File: src/rtl/uart_mmio_pkg.sv
// Shared definitions for the UART/cycle-counter MMIO slave: register offsets,
// status bit positions, FSM state types and baud divisor helper.
package uart_mmio_pkg;

    localparam int unsigned IO_BASE_BIT = 31;

    localparam logic [7:0] UART_STATUS = 8'h00;
    localparam logic [7:0] UART_RX     = 8'h04;
    localparam logic [7:0] UART_TX     = 8'h08;
    localparam logic [7:0] CYCLE_CNT   = 8'h10;
    localparam logic [7:0] CNT_RESET   = 8'h18;

    localparam int unsigned ST_TX_READY  = 0;
    localparam int unsigned ST_RX_VALID  = 1;
    localparam int unsigned ST_FRAME_ERR = 2;
    localparam int unsigned ST_OVERRUN   = 3;

    localparam int unsigned TX_FRAME_BITS = 10;
    localparam int unsigned RX_DATA_BITS  = 8;

    typedef enum logic {
        TX_IDLE,
        TX_SEND
    } tx_state_e;

    typedef enum logic [1:0] {
        RX_IDLE,
        RX_START,
        RX_DATA,
        RX_STOP
    } rx_state_e;

    function automatic int unsigned symbol_edge_time(input int unsigned clk_hz,
                                                     input int unsigned baud);
        return clk_hz / baud;
    endfunction

endpackage

File: src/rtl/uart_mmio_rx.sv
// 8N1 UART receiver: 2-flop synchronizer, start-bit qualification at half symbol,
// centre sampling of data and stop bits; one-cycle data_valid / frame_err pulses.
module uart_rx #(
    parameter int unsigned SYMBOL_EDGE_TIME = 434
) (
    input  logic       clk,
    input  logic       rst,
    input  logic       serial_in,
    output logic [7:0] data_out,
    output logic       data_valid,
    output logic       frame_err
);
    import uart_mmio_pkg::*;

    localparam int unsigned CNT_W = $clog2(SYMBOL_EDGE_TIME);
    localparam logic [CNT_W-1:0] SYM_LAST  = CNT_W'(SYMBOL_EDGE_TIME - 1);
    localparam logic [CNT_W-1:0] HALF_LAST = CNT_W'(SYMBOL_EDGE_TIME / 2 - 1);
    localparam logic [2:0] LAST_DATA_BIT   = 3'(RX_DATA_BITS - 1);

    rx_state_e        state_q, state_d;
    logic             sync1_q, sync2_q, prev_q;
    logic [CNT_W-1:0] sym_cnt_q, sym_cnt_d;
    logic [2:0]       bit_cnt_q, bit_cnt_d;
    logic [7:0]       shift_q, shift_d;
    logic [7:0]       data_q, data_d;
    logic             valid_q, valid_d;
    logic             ferr_q, ferr_d;

    always_ff @(posedge clk) begin
        if (rst) begin
            // Line idles high; resetting the synchronizer high avoids a false start edge.
            sync1_q   <= 1'b1;
            sync2_q   <= 1'b1;
            prev_q    <= 1'b1;
            state_q   <= RX_IDLE;
            sym_cnt_q <= '0;
            bit_cnt_q <= '0;
            shift_q   <= '0;
            data_q    <= '0;
            valid_q   <= 1'b0;
            ferr_q    <= 1'b0;
        end else begin
            sync1_q   <= serial_in;
            sync2_q   <= sync1_q;
            prev_q    <= sync2_q;
            state_q   <= state_d;
            sym_cnt_q <= sym_cnt_d;
            bit_cnt_q <= bit_cnt_d;
            shift_q   <= shift_d;
            data_q    <= data_d;
            valid_q   <= valid_d;
            ferr_q    <= ferr_d;
        end
    end

    always_comb begin
        state_d   = state_q;
        sym_cnt_d = sym_cnt_q + 1'b1;
        bit_cnt_d = bit_cnt_q;
        shift_d   = shift_q;
        data_d    = data_q;
        valid_d   = 1'b0;
        ferr_d    = 1'b0;
        case (state_q)
            RX_IDLE: begin
                sym_cnt_d = '0;
                if (prev_q && !sync2_q) begin
                    state_d = RX_START;
                end
            end
            RX_START: begin
                if (sym_cnt_q == HALF_LAST) begin
                    sym_cnt_d = '0;
                    bit_cnt_d = '0;
                    state_d   = sync2_q ? RX_IDLE : RX_DATA;
                end
            end
            RX_DATA: begin
                if (sym_cnt_q == SYM_LAST) begin
                    sym_cnt_d = '0;
                    shift_d   = {sync2_q, shift_q[7:1]};
                    bit_cnt_d = bit_cnt_q + 1'b1;
                    if (bit_cnt_q == LAST_DATA_BIT) begin
                        state_d = RX_STOP;
                    end
                end
            end
            RX_STOP: begin
                if (sym_cnt_q == SYM_LAST) begin
                    sym_cnt_d = '0;
                    state_d   = RX_IDLE;
                    if (sync2_q) begin
                        data_d  = shift_q;
                        valid_d = 1'b1;
                    end else begin
                        ferr_d = 1'b1;
                    end
                end
            end
            default: state_d = RX_IDLE;
        endcase
    end

    assign data_out   = data_q;
    assign data_valid = valid_q;
    assign frame_err  = ferr_q;

endmodule

File: src/rtl/uart_mmio.sv
// MMIO slave for the memory stage: UART TX/RX registers and a free-running cycle
// counter at addr[31]=1, decoded on addr[7:0], with registered 1-cycle read data.
module uart_mmio #(
    parameter int unsigned CPU_CLOCK_FREQ = 50_000_000,
    parameter int unsigned BAUD_RATE      = 115_200
) (
    input  logic        clk,
    input  logic        rst,
    input  logic [31:0] addr,
    input  logic [31:0] wdata,
    input  logic [3:0]  we,
    input  logic        re,
    output logic [31:0] rdata,
    input  logic        FPGA_SERIAL_RX,
    output logic        FPGA_SERIAL_TX
);
    import uart_mmio_pkg::*;

    localparam int unsigned SYMBOL_EDGE_TIME = symbol_edge_time(CPU_CLOCK_FREQ, BAUD_RATE);
    localparam int unsigned CNT_W = $clog2(SYMBOL_EDGE_TIME);
    localparam logic [CNT_W-1:0] SYM_LAST = CNT_W'(SYMBOL_EDGE_TIME - 1);
    localparam logic [3:0] TX_LAST_BIT    = 4'(TX_FRAME_BITS - 1);

    logic       sel, rd_en, wr_en;
    logic [7:0] offset;
    logic       st_rd, rx_rd, tx_wr, cnt_clr;
    logic       unused_bits;

    assign sel     = addr[IO_BASE_BIT];
    assign offset  = addr[7:0];
    assign rd_en   = sel && re;
    assign wr_en   = sel && (|we);
    assign st_rd   = rd_en && (offset == UART_STATUS);
    assign rx_rd   = rd_en && (offset == UART_RX);
    assign tx_wr   = wr_en && (offset == UART_TX);
    assign cnt_clr = wr_en && (offset == CNT_RESET);
    assign unused_bits = ^{addr[30:8], wdata[31:8]};

    // ---------------- TX serializer ----------------
    tx_state_e                  tx_state_q, tx_state_d;
    logic [TX_FRAME_BITS-1:0]   tx_shift_q, tx_shift_d;
    logic [3:0]                 tx_bit_q, tx_bit_d;
    logic [CNT_W-1:0]           tx_sym_q, tx_sym_d;
    logic                       tx_out_q, tx_out_d;
    logic                       tx_ready;

    assign tx_ready = (tx_state_q == TX_IDLE);

    always_ff @(posedge clk) begin
        if (rst) begin
            tx_state_q <= TX_IDLE;
            tx_shift_q <= '1;
            tx_bit_q   <= '0;
            tx_sym_q   <= '0;
            tx_out_q   <= 1'b1;
        end else begin
            tx_state_q <= tx_state_d;
            tx_shift_q <= tx_shift_d;
            tx_bit_q   <= tx_bit_d;
            tx_sym_q   <= tx_sym_d;
            tx_out_q   <= tx_out_d;
        end
    end

    always_comb begin
        tx_state_d = tx_state_q;
        tx_shift_d = tx_shift_q;
        tx_bit_d   = tx_bit_q;
        tx_sym_d   = tx_sym_q;
        case (tx_state_q)
            TX_IDLE: begin
                if (tx_wr) begin
                    tx_state_d = TX_SEND;
                    tx_shift_d = {1'b1, wdata[7:0], 1'b0};
                    tx_bit_d   = '0;
                    tx_sym_d   = '0;
                end
            end
            TX_SEND: begin
                if (tx_sym_q == SYM_LAST) begin
                    tx_sym_d = '0;
                    if (tx_bit_q == TX_LAST_BIT) begin
                        tx_state_d = TX_IDLE;
                    end else begin
                        tx_bit_d   = tx_bit_q + 1'b1;
                        tx_shift_d = {1'b1, tx_shift_q[TX_FRAME_BITS-1:1]};
                    end
                end else begin
                    tx_sym_d = tx_sym_q + 1'b1;
                end
            end
            default: tx_state_d = TX_IDLE;
        endcase
        // Output is registered from next-state so the line is glitch-free.
        tx_out_d = (tx_state_d == TX_SEND) ? tx_shift_d[0] : 1'b1;
    end

    assign FPGA_SERIAL_TX = tx_out_q;

    // ---------------- RX and flags ----------------
    logic [7:0] rx_byte;
    logic       rx_byte_valid, rx_frame_err;

    uart_rx #(
        .SYMBOL_EDGE_TIME(SYMBOL_EDGE_TIME)
    ) u_rx (
        .clk        (clk),
        .rst        (rst),
        .serial_in  (FPGA_SERIAL_RX),
        .data_out   (rx_byte),
        .data_valid (rx_byte_valid),
        .frame_err  (rx_frame_err)
    );

    logic [7:0] rx_data_q, rx_data_d;
    logic       rx_valid_q, rx_valid_d;
    logic       frame_err_q, frame_err_d;
    logic       overrun_q, overrun_d;

    always_ff @(posedge clk) begin
        if (rst) begin
            rx_data_q   <= '0;
            rx_valid_q  <= 1'b0;
            frame_err_q <= 1'b0;
            overrun_q   <= 1'b0;
        end else begin
            rx_data_q   <= rx_data_d;
            rx_valid_q  <= rx_valid_d;
            frame_err_q <= frame_err_d;
            overrun_q   <= overrun_d;
        end
    end

    // Sets are applied after clears so a completing event is never lost to a read.
    always_comb begin
        rx_data_d   = rx_byte_valid ? rx_byte : rx_data_q;
        rx_valid_d  = rx_valid_q;
        frame_err_d = frame_err_q;
        overrun_d   = overrun_q;
        if (rx_rd) begin
            rx_valid_d = 1'b0;
        end
        if (st_rd) begin
            frame_err_d = 1'b0;
            overrun_d   = 1'b0;
        end
        if (rx_byte_valid) begin
            rx_valid_d = 1'b1;
            if (rx_valid_q && !rx_rd) begin
                overrun_d = 1'b1;
            end
        end
        if (rx_frame_err) begin
            frame_err_d = 1'b1;
        end
    end

    // ---------------- Cycle counter ----------------
    logic [31:0] cycle_cnt_q, cycle_cnt_d;

    always_ff @(posedge clk) begin
        if (rst) begin
            cycle_cnt_q <= '0;
        end else begin
            cycle_cnt_q <= cycle_cnt_d;
        end
    end

    always_comb begin
        cycle_cnt_d = cnt_clr ? '0 : cycle_cnt_q + 32'd1;
    end

    // ---------------- Read path ----------------
    logic [31:0] status;
    logic [31:0] rdata_q, rdata_d;

    always_comb begin
        status               = '0;
        status[ST_TX_READY]  = tx_ready;
        status[ST_RX_VALID]  = rx_valid_q;
        status[ST_FRAME_ERR] = frame_err_q;
        status[ST_OVERRUN]   = overrun_q;
    end

    always_comb begin
        rdata_d = rdata_q;
        if (rd_en) begin
            case (offset)
                UART_STATUS: rdata_d = status;
                UART_RX:     rdata_d = {24'd0, rx_data_q};
                CYCLE_CNT:   rdata_d = cycle_cnt_q;
                default:     rdata_d = '0;
            endcase
        end
    end

    always_ff @(posedge clk) begin
        if (rst) begin
            rdata_q <= '0;
        end else begin
            rdata_q <= rdata_d;
        end
    end

    assign rdata = rdata_q;

endmodule
File: config.mk
export PLATFORM = sky130hd
export DESIGN_NAME = uart_mmio
export DESIGN_NICKNAME = d
export VERILOG_FILES = /design/src/rtl/uart_mmio_pkg.sv /design/src/rtl/uart_mmio_rx.sv /design/src/rtl/uart_mmio.sv
export SDC_FILE = /design/constraint.sdc
export NUM_CORES = 1
export LEC_CHECK = 0
export ABC_AREA = 1
export CAP_MARGIN = 30
export CORE_UTILIZATION = 48
export CTS_CLUSTER_DIAMETER = 150
export DETAILED_ROUTE_END_ITERATION = 12
export HOLD_SLACK_MARGIN = 0.03
export PLACE_DENSITY = 0.76
export SYNTH_ARGS = -nofsm -noshare
export SYNTH_HDL_FRONTEND = slang
export SYNTH_SLANG_ARGS = --single-unit
File: constraint.sdc
create_clock -name clk -period 1.5 [get_ports clk]
set_input_delay 0.3 -clock clk [delete_from_list [all_inputs] [get_ports clk]]
set_output_delay 0.3 -clock clk [all_outputs]
set_load 0.01 [all_outputs]
==> flow_summary.json, run 1 <==
{
  "dp.final_hpwl_um": 9350,
  "drc_errors": 0,
  "cp.required_ns": 1.85,
  "clock_sinks": 135,
  "overflow": 0,
  "worst_pin_slew_ns": 0.398,
  "fin_nets": 1028,
  "fin_crit_ns": 1.51,
  "clkLatencyLatePin_ns": 0.42,
  "avgSynthCellArea_um2": 7.38,
  "cts_hold_buffers": 0,
  "power.switching_mw": 1.74,
  "ys.flop_type": "dfxtp_1",
  "skew_ns": 0.0113,
  "drive_gt1_share_pct": 22.7,
  "synth.top_cells.by_count": "197 x nand2_1, 135 x dfxtp_1, 90 x a21oi_1",
  "portBuffers": 57,
  "grt_antenna_before_repair": 0,
  "ff2ff_path_depth": 11,
  "cp_max_fo": 4,
  "grt_pass1_wl_um": 22400,
  "p_seq_share_pct": 45.0,
  "cap_violations": 0,
  "place.gp.congestion": 0.841,
  "postSynthNetCount": 899,
  "cts_max_level": 4,
  "clkSlewWorstSetupHoldPaths_ns": 0.06,
  "dp_cells": 1079,
  "grt_pass1_vias": 5176,
  "sw_frac_of_total_pct": 21.3,
  "top_level_ports": 105,
  "max-slew-margin-rel_pct": 73.4,
  "routed_wl_um": 14100,
  "synth_edf_count": 0,
  "synth.top_cell.area_share_pct": 44.8,
  "post-route-period-util_pct": 101,
  "syn-cell-area_um2": 6030,
  "die_w_um": 114,
  "ys_seq_area_share_pct": 44.8,
  "area_delta_synth_final_pct": 35.6,
  "dr_total_vias": 5693,
  "initial_core_util_pct": 49.8,
  "rsz0062_at_grt": "yes",
  "nFillCells": 1017,
  "via_per_inst": 5.06,
  "hold_start": "u_rx.sync1_q",
  "fmax_mhz": 661,
  "ir_drop_v": 0.000959,
  "cp-startpoint": "tx_sym_q[1]",
  "cts_buffers": 17,
  "first_pass_iters": 5,
  "violations": "setup timing",
  "diodes": 0,
  "cts_tree": "done",
  "stdcell_count": 1125,
  "grt_max_degree": 38,
  "r2r-start": "tx_sym_q[1]",
  "cts_max_path_buffers": 2,
  "post_drt_wl_per_cell_um": 12.5,
  "post-synth-top-count-cell": "nand2_1",
  "setup_viol_count_final": 1,
  "synth-seq-cells": 135,
  "grt_usage_pct": 21.5,
  "netlist-cell-type-count": 39,
  "core_um2": 12100,
  "p_comb_share_pct": 5.0,
  "dieArea_um2": 13000,
  "final_hold_viol_count": 0,
  "critPathKind": "reg -> reg",
  "dp_slack_ns": -0.276,
  "hold_depth": 1,
  "arrival_ns": 1.86,
  "root_buffer": "clkbuf_16",
  "drt_iter0_drc": 314,
  "synthCells": 817,
  "power_leakage_nw": 3.41,
  "detail-route-antenna-nets": 0,
  "async_flop_share_pct": 0,
  "crit_path_end_kind": "flip-flop",
  "rows": 40,
  "slew_violations": 0,
  "startpoint_type": "flip-flop",
  "status": "finished with violations",
  "hp-class": "reg -> reg",
  "fp.dieH_um": 114,
  "ys_top_cells_by_area": "dfxtp_1 45%, nand2_1 12%, a21oi_1 7.5%",
  "yosysTopAreaCell": "dfxtp_1",
  "fin_ws_ns": -0.0132,
  "power_density_nw_per_um2": 1000,
  "power.internal_mw": 6.44,
  "ys.warnings.count": 0,
  "p_clk_share_pct": 50.0
}
==> state kept, by name, indices dropped and copies added, names as in the netlist, 3 cells and up, named ones only <==
signal,flops
u_rx.bit_cnt_q,3
rx_data_q,8
u_rx.data_out,8
tx_shift_q,10
tx_sym_q,9
u_rx.sym_cnt_q,9
tx_bit_q,4
u_rx.shift_q,8
rdata,32
cycle_cnt_q,32
==> metrics by stage <==
stage / utilization (%) / instance area, µm² / power [mW] / setup TNS, ns / hold WS [ns]
detailed placement: 59.3 / 7180 / 4.17 / -21.08 / 0.412
global route: 67.5 / 8180 / 8.46 / -2.43 / 0.443
CTS: 64.1 / 7760 / 8.20 / 0 / 0.428
finish: 67.5 / 8180 / 8.18 / -0.0132 / 0.424
global placement: 59.3 / 7180 / 4.16 / -19.34 / 0.391
floorplan: - / 6030 / 3.94 / 0 / 0.389
==> worst max-delay path: stages (launching register included) <==
cell	delay [ns]
dfxtp_2	0.32
inv_2	0.06
ha_4	0.13
nand2_2	0.05
nor3_2	0.17
nand2_2	0.13
inv_2	0.10
nand3_4	0.08
nand2_4	0.09
buf_6	0.11
nand3_2	0.06
a21oi_2	0.13
==> logic make-up (layout without fill, tap and decap cells) <==
group	after synthesis	in the layout	synth area share, %
buf+inv	113	252	7.66
flops	135	135	44.8
simple gates	384	385	29.6
xor+xnor	16	16	2.32
compound gates	159	159	13.6
fa+ha+maj	10	10	2.08
==> layout make-up <==
cell class | count | area, µm² | area share, %
clock buffers | 22 | 484 | 5.92
clock inverters | 8 | 97.6 | 1.19
flip-flops and latches | 135 | 2720 | 33.3
inverters | 88 | 335 | 4.10
multi-input cells | 570 | 3160 | 38.7
well taps | 168 | 210 | 2.57
repair buffers | 134 | 1160 | 14.2
==> power groups by stage <==
stage	combinational, mW	sequential, mW	clock [mW]
floorplan	0.169	3.77	0
global placement	0.415	3.75	0
detailed placement	0.418	3.75	0
CTS	0.396	3.67	4.13
global route	0.463	3.68	4.31
finish	0.413	3.68	4.09
==> layer usage <==
metal	vias to the layer above	global-route usage [%]	routed length, µm
met3	20	4.98	489
met5	-	0	0
met1	2634	25.4	6200
li1	2929	-	-
met4	0	7.45	211
met2	110	38.3	7150
==> cell usage in the layout, fill, tap and decap left out, types with 3 or more instances in the layout <==
| cell type | Yosys | routed |
|---|---|---|
| ha_4 | 0 | 3 |
| xor2_1 | 14 | 14 |
| nand3b_1 | 3 | 3 |
| ha_1 | 10 | 7 |
| clkinv_2 | 0 | 3 |
| dfxtp_2 | 0 | 11 |
| dfxtp_1 | 135 | 123 |
| buf_12 | 0 | 3 |
| nor2_1 | 72 | 63 |
| buf_4 | 2 | 69 |
| clkinvlp_4 | 0 | 3 |
| nor3_2 | 3 | 6 |
| dlygate4sd2_1 | 0 | 33 |
| nand4_1 | 18 | 18 |
| or2_0 | 3 | 3 |
| o21ai_2 | 0 | 4 |
| buf_6 | 3 | 5 |
| nand3_1 | 39 | 30 |
| clkbuf_16 | 0 | 17 |
| nand2_2 | 3 | 13 |
| nor2_8 | 3 | 3 |
| o21ai_0 | 45 | 40 |
| nor2_2 | 4 | 9 |
| nor2_4 | 2 | 7 |
| nand3_2 | 3 | 9 |
| clkdlybuf4s50_1 | 0 | 24 |
| a21oi_1 | 90 | 84 |
| clkbuf_8 | 0 | 4 |
| nand2_4 | 3 | 5 |
| nor3_1 | 21 | 16 |
| o21ai_1 | 15 | 16 |
| nor3_4 | 1 | 3 |
| a21oi_2 | 3 | 9 |
| inv_1 | 72 | 70 |
| or2_2 | 3 | 3 |
| inv_2 | 15 | 15 |
| o22ai_1 | 3 | 3 |
| nand2_1 | 197 | 184 |
| nand3_4 | 0 | 3 |
==> timing repair <==
item | CTS | global route
setup endpoints to repair | 59 | 67
setup buffers | 3 | 12
cloned | 0 | 1
pin swaps | 2 | 28
resized for setup | 39 | 88
==> worst paths after layout <==
kind	end	slack (ns)
max	tx_bit_q[2]	-0.01
min	u_rx.sync2_q	0.42
max reg2reg	tx_bit_q[2]	-0.01
min reg2reg	u_rx.sync2_q	0.42
No activity file was read; power rests on OpenSTA's default activity.
==> run 2, diff against run 1 <==
CORE_UTILIZATION = 30   (was 48)
PLACE_DENSITY = not set   (was 0.76)
==> run 2 against run 1 <==
The run still ends with setup timing left. Die area is 59% higher. Sequential share of layout area shrank 0.92 points. Via count is 3.1% lower. Fmax increased by 0.54%. Critical path depth down 1. Clock power grew 4%. Largest cell class unchanged. Highest routed layer unchanged.
==> flow_summary.json, run 2 (synthesized netlist as in run 1, its figures left out) <==
{
  "status": "finished with violations",
  "violations": "setup timing",
  "core_um2": 19600,
  "crit_path_end_kind": "flip-flop",
  "top_level_ports": 105,
  "fin_hold_ws_ns": 0.409,
  "dp_slack_ns": -0.304,
  "diodes": 0,
  "portBuffers": 57,
  "layout_commonest_cell": "nand2_1",
  "ir_drop_v": 0.000819,
  "first_pass_iters": 4,
  "cts_max_path_buffers": 2,
  "fin_ws_ns": -0.00498,
  "layout_common_cells": "179 x nand2_1, 118 x dfxtp_1, 85 x a21oi_1",
  "place.gp.congestion": 0.828,
  "hold_depth": 1,
  "initial_core_util_pct": 30.8,
  "drt_iter0_drc": 249,
  "area_delta_synth_final_pct": 39.8,
  "crit_path_frequent_cell": "nand2_2",
  "grt_max_degree": 33,
  "cap_violations": 0,
  "skew_ns": 0.0120,
  "overflow": 0,
  "grt_pass1_vias": 4977,
  "fin_nets": 1034,
  "startpoint_type": "flip-flop",
  "power_leakage_nw": 3.46,
  "worst_pin_slew_ns": 0.331,
  "rows": 51,
  "arrival_ns": 1.86,
  "grt_usage_pct": 14.3,
  "routed_wl_um": 14600,
  "fin_crit_ns": 1.50,
  "root_buffer": "clkbuf_16",
  "cp_slowest_cell": "dfxtp_2",
  "grt_antenna_before_repair": 0,
  "clkLatencyLatePin_ns": 0.42,
  "slew_violations": 0,
  "drive_gt1_share_pct": 23.8,
  "fp.dieH_um": 144,
  "via_per_inst": 4.49,
  "cpPeakStageDelay_ns": 0.32,
  "ff2ff_path_depth": 10,
  "setup_tns_ns": -0.0108,
  "dr_total_vias": 5516,
  "cp_max_fo": 8,
  "rsz0062_at_grt": "yes",
  "setup_viol_count_final": 3,
  "cp_cell_sequence": "inv_2 > ha_4 > nand2_2 > nor3_2 > nand2_2 > buf_6 > nor3_4 > buf_6 > nand2_2 > nand4_1",
  "post-route-period-util_pct": 100,
  "cts_max_level": 4,
  "clkSlewWorstSetupHoldPaths_ns": 0.06,
  "nFillCells": 1975,
  "post_drt_wl_per_cell_um": 11.9,
  "cts_hold_buffers": 0,
  "dieArea_um2": 20700,
  "cp.required_ns": 1.86,
  "max-slew-margin-rel_pct": 77.8,
  "utilization_pct": 43.0,
  "cts_tree": "done",
  "fmax_mhz": 664,
  "dp.final_hpwl_um": 10200,
  "hp-class": "reg -> reg",
  "clock_sinks": 135,
  "final_hold_viol_count": 0,
  "critPathKind": "reg -> reg",
  "grt_pass1_wl_um": 23400,
  "drc_errors": 0,
  "power_density_nw_per_um2": 996,
  "die_w_um": 144,
  "detail-route-antenna-nets": 0,
  "cts_buffers": 17
}
[run 2: cell types whose count changed in the layout (fill, tap and decap cells not counted), sizes merged]
cell	delta
clkbuf	-2
bufinv	+1
clkinv	+1
inv	+1
buf	+6
[run 2: final cells by class]
| class | instances | area (µm²) | share of cell area, % |
|---|---|---|---|
| well taps | 265 | 332 | 3.93 |
| repair buffers | 140 | 1280 | 15.1 |
| multi-input cells | 570 | 3150 | 37.4 |
| flip-flops and latches | 135 | 2730 | 32.4 |
| clock inverters | 11 | 149 | 1.77 |
| inverters | 88 | 343 | 4.07 |
| clock buffers | 20 | 447 | 5.30 |
[run 2: through the flow]
step / cell area [µm²] / power, mW / std cells
finish: 8430 / 8.40 / 1229
global placement: 7420 / 4.20 / 1183
floorplan: 6030 / 3.94 / 817
detailed placement: 7420 / 4.20 / 1183
CTS: 8000 / 8.47 / 1217
global route: 8430 / 8.71 / 1229
[run 2: path summary, 6_finish.rpt]
path / startpoint / end / slack (ns)
setup reg to reg: tx_sym_q[1] / tx_shift_q[6] / -0.005
setup / recovery: tx_sym_q[1] / tx_shift_q[6] / -0.005
hold reg to reg: u_rx.sync1_q / u_rx.sync2_q / 0.41
hold / removal: u_rx.sync1_q / u_rx.sync2_q / 0.41
[run 2: worst max-delay path, delay by kind of cell (launching register included)]
kind	cells	cell delay [ns]
adder cells (fa/ha/maj)	1	0.13
flip-flops	1	0.32
buffers and inverters	3	0.35
AND/OR/NAND/NOR	6	0.63
[run 2: timing repair]
| action | 4_1_cts | 5_1_grt |
|---|---|---|
| gates cloned | 1 | 1 |
| endpoints found under the setup margin | 49 | 67 |
| setup buffers | 2 | 11 |
| pin swaps | 2 | 30 |
| gates resized for setup | 35 | 102 |
[run 2: report_power, final]
| group | internal [mW] | total [mW] | switching, mW |
|---|---|---|---|
| combinational | 0.225 | 0.451 | 0.226 |
| sequential | 3.64 | 3.68 | 0.0362 |
| clock | 2.65 | 4.27 | 1.61 |
[run 2: routing by layer]
metal	share of wire (%)	global-route usage [%]
met1	49	18.8
met2	47	22.6
met4	0.77	5.38
met5	0	0
met3	3.1	3.47
